==> src/rtl/spi_slave_ctrl.sv <==
// SPI slave front-end: deserialises 10-bit command frames for the memory and serialises read bytes onto MISO.
// Optional protocol checking (proto_err output) is enabled by defining SPI_SLAVE_CTRL_PROTO_CHECK_EN.
module spi_slave_ctrl #(
  parameter int WORD_SIZE = 8,
  localparam int CTRL_WIDTH = 2,
  localparam int FRAME_WIDTH = WORD_SIZE + CTRL_WIDTH
) (
  input  logic                   clk,
  input  logic                   rst_n,
  input  logic                   ss_n,
  input  logic                   mosi,
  output logic                   miso,
  output logic [FRAME_WIDTH-1:0] rx_data,
  output logic                   rx_valid,
  input  logic [WORD_SIZE-1:0]   tx_data,
  input  logic                   tx_valid,
  output logic                   busy,
  output logic [2:0]             state_dbg,
  output logic                   rd_addr_done_dbg
`ifdef SPI_SLAVE_CTRL_PROTO_CHECK_EN
  ,
  output logic                   proto_err
`endif
);

  // Handshakes: rx_valid is a one-cycle strobe with no back-pressure, so the memory
  // must take rx_data whenever it is high; tx_valid is only honoured in READ_WAIT.
  typedef enum logic [2:0] {
    IDLE       = 3'd0,
    CHK_CMD    = 3'd1,
    WRITE      = 3'd2,
    READ_ADD   = 3'd3,
    READ_DATA  = 3'd4,
    READ_WAIT  = 3'd5,
    READ_SHIFT = 3'd6,
    DONE       = 3'd7
  } state_t;

  localparam int CNT_W = $clog2(FRAME_WIDTH);
  localparam logic [CNT_W-1:0] LAST_RX = CNT_W'(FRAME_WIDTH - 2);
  localparam logic [CNT_W-1:0] LAST_TX = CNT_W'(WORD_SIZE - 2);
  localparam logic [CTRL_WIDTH-1:0] CMD_RD_ADDR = 2'b10;
  localparam logic [CTRL_WIDTH-1:0] CMD_RD_DATA = 2'b11;

  state_t                   state, state_n;
  logic [FRAME_WIDTH-2:0]   sh, sh_n;
  logic [WORD_SIZE-2:0]     tx_sh, tx_sh_n;
  logic [CNT_W-1:0]         cnt, cnt_n;
  logic                     miso_n;
  logic [FRAME_WIDTH-1:0]   rx_data_n;
  logic                     rx_valid_n;
  logic                     rd_addr_done, rd_n;
  logic [FRAME_WIDTH-1:0]   word;
  logic [CTRL_WIDTH-1:0]    cmd;
  logic                     mismatch;
`ifdef SPI_SLAVE_CTRL_PROTO_CHECK_EN
  logic                     perr_n;
`endif

  assign word = {sh, mosi};
  assign cmd  = word[FRAME_WIDTH-1 -: CTRL_WIDTH];

`ifdef SPI_SLAVE_CTRL_PROTO_CHECK_EN
  assign mismatch = ((state == READ_ADD)  && (cmd == CMD_RD_DATA)) ||
                    ((state == READ_DATA) && (cmd == CMD_RD_ADDR));
`else
  assign mismatch = 1'b0;
`endif

  assign busy             = (state != IDLE);
  assign state_dbg        = state;
  assign rd_addr_done_dbg = rd_addr_done;

  always_ff @(posedge clk) begin
    if (!rst_n) begin
      state        <= IDLE;
      sh           <= '0;
      tx_sh        <= '0;
      cnt          <= '0;
      miso         <= 1'b0;
      rx_data      <= '0;
      rx_valid     <= 1'b0;
      rd_addr_done <= 1'b0;
`ifdef SPI_SLAVE_CTRL_PROTO_CHECK_EN
      proto_err    <= 1'b0;
`endif
    end else begin
      state        <= state_n;
      sh           <= sh_n;
      tx_sh        <= tx_sh_n;
      cnt          <= cnt_n;
      miso         <= miso_n;
      rx_data      <= rx_data_n;
      rx_valid     <= rx_valid_n;
      rd_addr_done <= rd_n;
`ifdef SPI_SLAVE_CTRL_PROTO_CHECK_EN
      proto_err    <= perr_n;
`endif
    end
  end

  always_comb begin
    state_n    = state;
    sh_n       = sh;
    tx_sh_n    = tx_sh;
    cnt_n      = cnt;
    miso_n     = miso;
    rx_data_n  = rx_data;
    rx_valid_n = 1'b0;
    rd_n       = rd_addr_done;
`ifdef SPI_SLAVE_CTRL_PROTO_CHECK_EN
    perr_n     = 1'b0;
`endif
    // Deselect wins over everything, including the edge that samples bit 0.
    if ((state != IDLE) && ss_n) begin
      state_n = IDLE;
      miso_n  = 1'b0;
      cnt_n   = '0;
    end else begin
      case (state)
        IDLE: begin
          if (!ss_n) state_n = CHK_CMD;
        end
        CHK_CMD: begin
          sh_n  = {sh[FRAME_WIDTH-3:0], mosi};
          cnt_n = '0;
          if (!mosi)             state_n = WRITE;
          else if (rd_addr_done) state_n = READ_DATA;
          else                   state_n = READ_ADD;
        end
        WRITE, READ_ADD, READ_DATA: begin
          sh_n  = {sh[FRAME_WIDTH-3:0], mosi};
          cnt_n = cnt + 1'b1;
          if (cnt == LAST_RX) begin
            cnt_n = '0;
            if (mismatch) begin
              state_n = DONE;
`ifdef SPI_SLAVE_CTRL_PROTO_CHECK_EN
              perr_n  = 1'b1;
`endif
            end else begin
              rx_data_n  = word;
              rx_valid_n = 1'b1;
              if (cmd == CMD_RD_ADDR)      rd_n = 1'b1;
              else if (cmd == CMD_RD_DATA) rd_n = 1'b0;
              state_n = (state == READ_DATA) ? READ_WAIT : DONE;
            end
          end
        end
        READ_WAIT: begin
          if (tx_valid) begin
            miso_n  = tx_data[WORD_SIZE-1];
            tx_sh_n = tx_data[WORD_SIZE-2:0];
            cnt_n   = '0;
            state_n = READ_SHIFT;
          end
        end
        READ_SHIFT: begin
          miso_n  = tx_sh[WORD_SIZE-2];
          tx_sh_n = {tx_sh[WORD_SIZE-3:0], 1'b0};
          cnt_n   = cnt + 1'b1;
          if (cnt == LAST_TX) begin
            cnt_n   = '0;
            state_n = DONE;
          end
        end
        DONE: begin
          miso_n = 1'b0;
        end
        default: begin
          state_n = IDLE;
          miso_n  = 1'b0;
          cnt_n   = '0;
        end
      endcase
    end
  end

endmodule

==> config.mk <==
export PLATFORM = sky130hd
export DESIGN_NAME = spi_slave_ctrl
export DESIGN_NICKNAME = d
export VERILOG_FILES = /design/src/rtl/spi_slave_ctrl.sv
export SDC_FILE = /design/constraint.sdc
export NUM_CORES = 1
export LEC_CHECK = 0
export CELL_PAD_IN_SITES_DETAIL_PLACEMENT = 1
export CELL_PAD_IN_SITES_GLOBAL_PLACEMENT = 1
export CORE_MARGIN = 2
export CORE_UTILIZATION = 40
export CTS_BUF_LIST = sky130_fd_sc_hd__clkbuf_4 sky130_fd_sc_hd__clkbuf_8
export DETAILED_ROUTE_END_ITERATION = 12
export PLACE_DENSITY = 0.92
export SYNTH_ARGS = -nofsm -noshare
export SYNTH_HDL_FRONTEND = slang
export SYNTH_SLANG_ARGS = --single-unit
==> constraint.sdc <==
create_clock -name clk -period 2.33 [get_ports clk]
set_clock_uncertainty 0.2 [all_clocks]
set_input_delay 0.466 -clock clk [delete_from_list [all_inputs] [get_ports clk]]
set_output_delay 0.466 -clock clk [all_outputs]
set_load 0.01 [all_outputs]
# Word-level counts from Yosys, hierarchy flattened
# Index checks and enable logic that the tools add are counted.
# classes
div,0
muxes,19
n_mul,0
n_bitwise,3
n_lt_le_gt_ge,0
reduce_logical,19
addsub,1
shifts,0
eq_ne,15
# op_table
operator,n
$mux W3,6
$pmux W4 S4,1
$pmux W3 S5,1
$pmux W7 S2,1
$eq A3 B3 Y1 const B,4
$mux W4,3
$ne A2 B2 Y1 const B,4
$mux W7,1
$eq A3 B2 Y1 const B,2
$reduce_and A2 Y1,3
$reduce_and A3 Y1,2
$reduce_bool A3 Y1,2
$reduce_or A3 Y1,2
$reduce_and A5 Y1,1
$reduce_bool A5 Y1,1
$add A4 B1 Y4 const B,1
$eq A2 B2 Y1 const B,2
$eq A4 B3 Y1 const B,1
$eq A4 B4 Y1 const B,1
$mux W1,4
$reduce_and A4 Y1,1
$reduce_bool A2 Y1,2
$reduce_bool A4 Y1,1
$reduce_or A4 Y1,1
7 further kinds,9
# totals
mem_count,0
ramBits,0
in_bits,13
mem_bits_ro,0
latchBits,0
regBits,36

# Logic depth before layout (Yosys ltp)
# logic_depth
depth_word,4
mapped_depth,7
ltp_nobuf,6

# Worst setup path after synthesis
# OpenSTA, ideal clock, no wires.
# synth_path
path_type,register -> register
startpoint,register cnt[0]
endpoint,register state[2] (netlist: state_dbg[2])
setup_time_ps,70
required_ps,2060
slack_ps,528
arrival_ps,1531
stages_incl_launch_ff,7
period_less_slack_ps,1802
path_buffers,0
path_cell_list,dfxtp_1 -> inv_1 -> ha_1 -> nand3b_1 -> o211a_1 -> or4_1 -> a21oi_1
# synth_between
elab_chain_cells,3
# synth_lines
element,line_no,source
from (decl),48,"logic [CNT_W-1:0] cnt, cnt_n;"
from (signal assigned),91,cnt <= cnt_n;
$eq A4 B3 Y1 or $eq A4 B4 Y1 (tied branches),"162, 134",
$ne A2 B2 Y1 (no line),--,
$reduce_and A5 Y1 (no line) *,--,
to (signal assigned),88,state <= state_n;
to (decl),45,"state_t state, state_n;"
# Every way passes the cells marked *; elsewhere a longest branch is shown, timed or not.
# A chain may end at the register's enable or synchronous reset.

# Worst setup path after layout
# layout_path
startpoint,register state[2] (netlist: state_dbg[2])
endpoint,output busy
# layout_between
elab_chain_cells,1
# layout_lines
element,line_no,source
$reduce_bool A3 Y1,70,assign busy = (state != IDLE);
to (decl),17,"output logic busy,"
# No other way between the ends.

==> results.sh <==
export IMPL_clkPwrFrac_pct=26.4
export IMPL_cts_tree="built"
export IMPL_cp_max_fo=5
export IMPL_path_cells="nor3_4 -> inv_1 -> clkdlybuf4s50_1"
export IMPL_yosysSeqAreaShare_pct=44.3
export IMPL_place_congestion=0.862
export IMPL_netSwitchingPower_uw=605
export IMPL_setup_viol=0
export IMPL_post_route_min_period_ns=2.21
export IMPL_die_area_mm2=0.00459
export IMPL_cts_setup_buffers=0
export IMPL_fillCellCount=467
export IMPL_cts_root_buf="clkbuf_8"
export IMPL_firstDrtPassIters=4
export IMPL_p_seq_share_pct=40.3
export IMPL_path_class="flop to output pin"
export IMPL_grt_max_degree=29
export IMPL_rsz0062_at_grt="false"
export IMPL_io_pins=30
export IMPL_switching_share_pct=33.8
export IMPL_crit_arrival_ns=1.55
export IMPL_synthesis_area_mm2=0.00163
export IMPL_required_ns=1.66
export IMPL_vias=1499
export IMPL_layout_commonest_cell="dfxtp_1"
export IMPL_async_reset_ff_share_pct=0
export IMPL_crit_path_end_kind="output pin"
export IMPL_powerDensity_mw_per_mm2=850
export IMPL_cts_buffers=5
export IMPL_start_util_pct=41.3
export IMPL_synthCells=183
export IMPL_synth_edff_count=0
export IMPL_netlist_cell_type_count=37
export IMPL_period_share_pct=94.9
export IMPL_max_stage_delay_ns=0.49
export IMPL_hold_viol=0
export IMPL_syn_num_nets=199
export IMPL_reg2reg_slack_ns=0.23
export IMPL_cts_sinks=36
export IMPL_fin_nets=235
export IMPL_top_layer="met4"
export IMPL_antenna_found_initial=0
export IMPL_reg2reg_to="cnt[0]$_SDFFE_PP0P_"
export IMPL_syn_avg_cell_area_um2=8.89
export IMPL_drc=0
export IMPL_cap_violations=0
export IMPL_regArea_um2=722
export IMPL_wirelength_um=4150
export IMPL_clockBufferDepth=2
export IMPL_clkTransAtPathRegs_ns=0.07
export IMPL_grt_pass1_wl_um=6890
export IMPL_diodes=0
export IMPL_r2r_start="cnt[0]$_SDFFE_PP0P_"
export IMPL_area_delta_synth_final_pct=29.5
export IMPL_ir_drop_mv=0.446
export IMPL_rows=23
export IMPL_max_slew_worst_pin_slew_ns=0.554
export IMPL_yosys_warnings=0
export IMPL_clk_insertion_delay_late_ns=0.29
export IMPL_dr_wl_met2_um=2060
export IMPL_fin_util_pct=53.4
export IMPL_p_int_mw=1.19
export IMPL_grt_pass1_vias=1535
export IMPL_leakage_nw=0.830
export IMPL_synthFlopType="dfxtp_1"
export IMPL_drv_slew=0
export IMPL_critPathSlowestCell="clkdlybuf4s50_1"
export IMPL_ys_ff_latch=36
export IMPL_holdPathEnd="rx_data[7]$_SDFFE_PN0P_"
export IMPL_hold_path_class="flop to flop"
export IMPL_grt_usage_pct=20.1
export IMPL_comb_power_share_pct=33.3
export IMPL_path_depth=3
export IMPL_chipHeight_um=67.8
export IMPL_wl_met3_um=137
export IMPL_slew_headroom_pct=63.0
export IMPL_ctsHoldBuffers=0
export IMPL_h_tree_depth=2
export IMPL_reg2reg_depth=6
export IMPL_critPathLaunchType="flop"
export IMPL_dieWidth_um=67.8
export IMPL_status="finished clean"
export IMPL_path_buf_inv=2
export IMPL_crit_family="buffers and inverters"
export IMPL_final_cell_mix="35 x dfxtp_1, 33 x nor2_1, 29 x clkdlybuf4s50_1"
export IMPL_met1_length_um=1870
export IMPL_min_delay_start="rx_data[7]$_SDFFE_PN0P_"
export IMPL_drtIter0Drc=87
export IMPL_numPortBuffers=29
export IMPL_coreArea_mm2=0.00394
export IMPL_hold_depth=2
export IMPL_vias_per_cell=5.57
export IMPL_setup_tns_ns=0
export IMPL_postRouteAntennaNets=0
export IMPL_wl_per_cell_um=15.4
export IMPL_max_freq_mhz=452
export IMPL_grt_overflow=0
export IMPL_multi_input_area_um2=823
export IMPL_dpl_hpwl_um=2880
export IMPL_drive_above_1_share_pct=10.0
==> flip-flops by register name, indices dropped and copies added (netlist names) <==
| register | flops |
|---|---|
| cnt | 4 |
| miso | 1 |
| rd_addr_done_dbg | 1 |
| rx_data | 10 |
| rx_valid | 1 |
| sh | 9 |
| state_dbg | 3 |
| tx_sh | 7 |
==> synthesized netlist by cell type, types with 2 or more instances <==
library cell / instances / share of area [%]
nand3_1: 7 / 2.2
buf_4: 3 / 1.4
nor2b_1: 2 / 0.77
a21oi_1: 8 / 2.5
mux2i_1: 20 / 12
o21ai_0: 3 / 0.92
o21a_1: 2 / 0.92
nor3_1: 2 / 0.62
inv_1: 9 / 2.1
clkbuf_1: 5 / 1.2
nand3b_1: 3 / 1.4
buf_2: 2 / 0.62
ha_1: 3 / 2.3
dfxtp_1: 36 / 44
a31oi_1: 4 / 1.5
a311oi_1: 6 / 3.2
or3_1: 2 / 0.77
nand2b_1: 3 / 1.2
a211oi_1: 2 / 0.92
o211ai_1: 2 / 0.92
nor2_1: 33 / 7.6
nand2_1: 11 / 2.5
==> timing repair <==
| action | 4_1_cts | 5_1_grt |
|---|---|---|
| endpoints found under the hold margin | 0 | 0 |
| endpoints found under the setup margin | 1 | 1 |
| resized for setup | 1 | 1 |
==> power groups by stage <==
stage	combinational (mW)	clock [mW]	sequential, mW
6_report	0.597	0.473	0.721
4_1_cts	0.595	0.493	0.718
3_5_place_dp	0.577	0	0.725
5_1_grt	0.650	0.515	0.728
3_3_place_gp	0.562	0	0.722
2_1_floorplan	0.371	0	0.712
==> worst max-delay path by stage <==
stage	startpoint	endpoint	slack, ns
after floorplan	cnt[0]$_SDFFE_PP0P_	state_dbg[2]$_SDFFE_PP0P_	0.53
after CTS	state_dbg[1]$_SDFFE_PP0P_	busy	0.02
after detailed placement	tx_valid	tx_sh[3]$_SDFFE_PN0P_	0.07
after global placement	tx_valid	state_dbg[2]$_SDFFE_PP0P_	0.14
after global routing	cnt[0]$_SDFFE_PP0P_	cnt[0]$_SDFFE_PP0P_	0.01
final	state_dbg[2]$_SDFFE_PP0P_	busy	0.12
==> cells by family after synthesis <==
family          share of synthesized area (%)
simple gates                             19.5
fa+ha+maj                                2.31
buf+inv                                  5.46
mux                                      12.3
compound gates                           16.1
flops                                    44.3
==> layout make-up <==
cell class | count | share of cell area [%]
Clock buffer | 7 | 4.57
Tap cell | 50 | 2.97
Multi-Input combinational cell | 127 | 39.1
Inverter | 10 | 1.78
Timing Repair Buffer | 39 | 17.3
Sequential cell | 36 | 34.3
==> metal layers <==
layer  GRT usage, %  vias up
li1               -      710
met1           23.4      750
met2           35.2       31
met3           4.50        8
met4           9.00        0
met5              0        -
==> worst reg2reg max path: cells and delay by family (launching register included) <==
kind            cells  cell delay [ns]
compound gates      1             0.28
fa+ha+maj           1             0.20
simple gates        3             0.80
buf+inv             1             0.09
flops               1             0.43
==> stage by stage <==
stage / worst slack [ns] / instances / hold WS, ns / total power, mW / area [um^2]
finish: 0.119 / 269 / 0.296 / 1.79 / 2110
CTS: 0.0185 / 269 / 0.305 / 1.81 / 2110
detailed placement: 0.0650 / 262 / 0.290 / 1.30 / 2000
global placement: 0.138 / 262 / 0.275 / 1.28 / 2000
floorplan: 0.528 / 183 / 0.261 / 1.08 / 1630
global route: 0.0149 / 269 / 0.322 / 1.89 / 2110
Note: power is estimated with default switching activity, not from simulation.
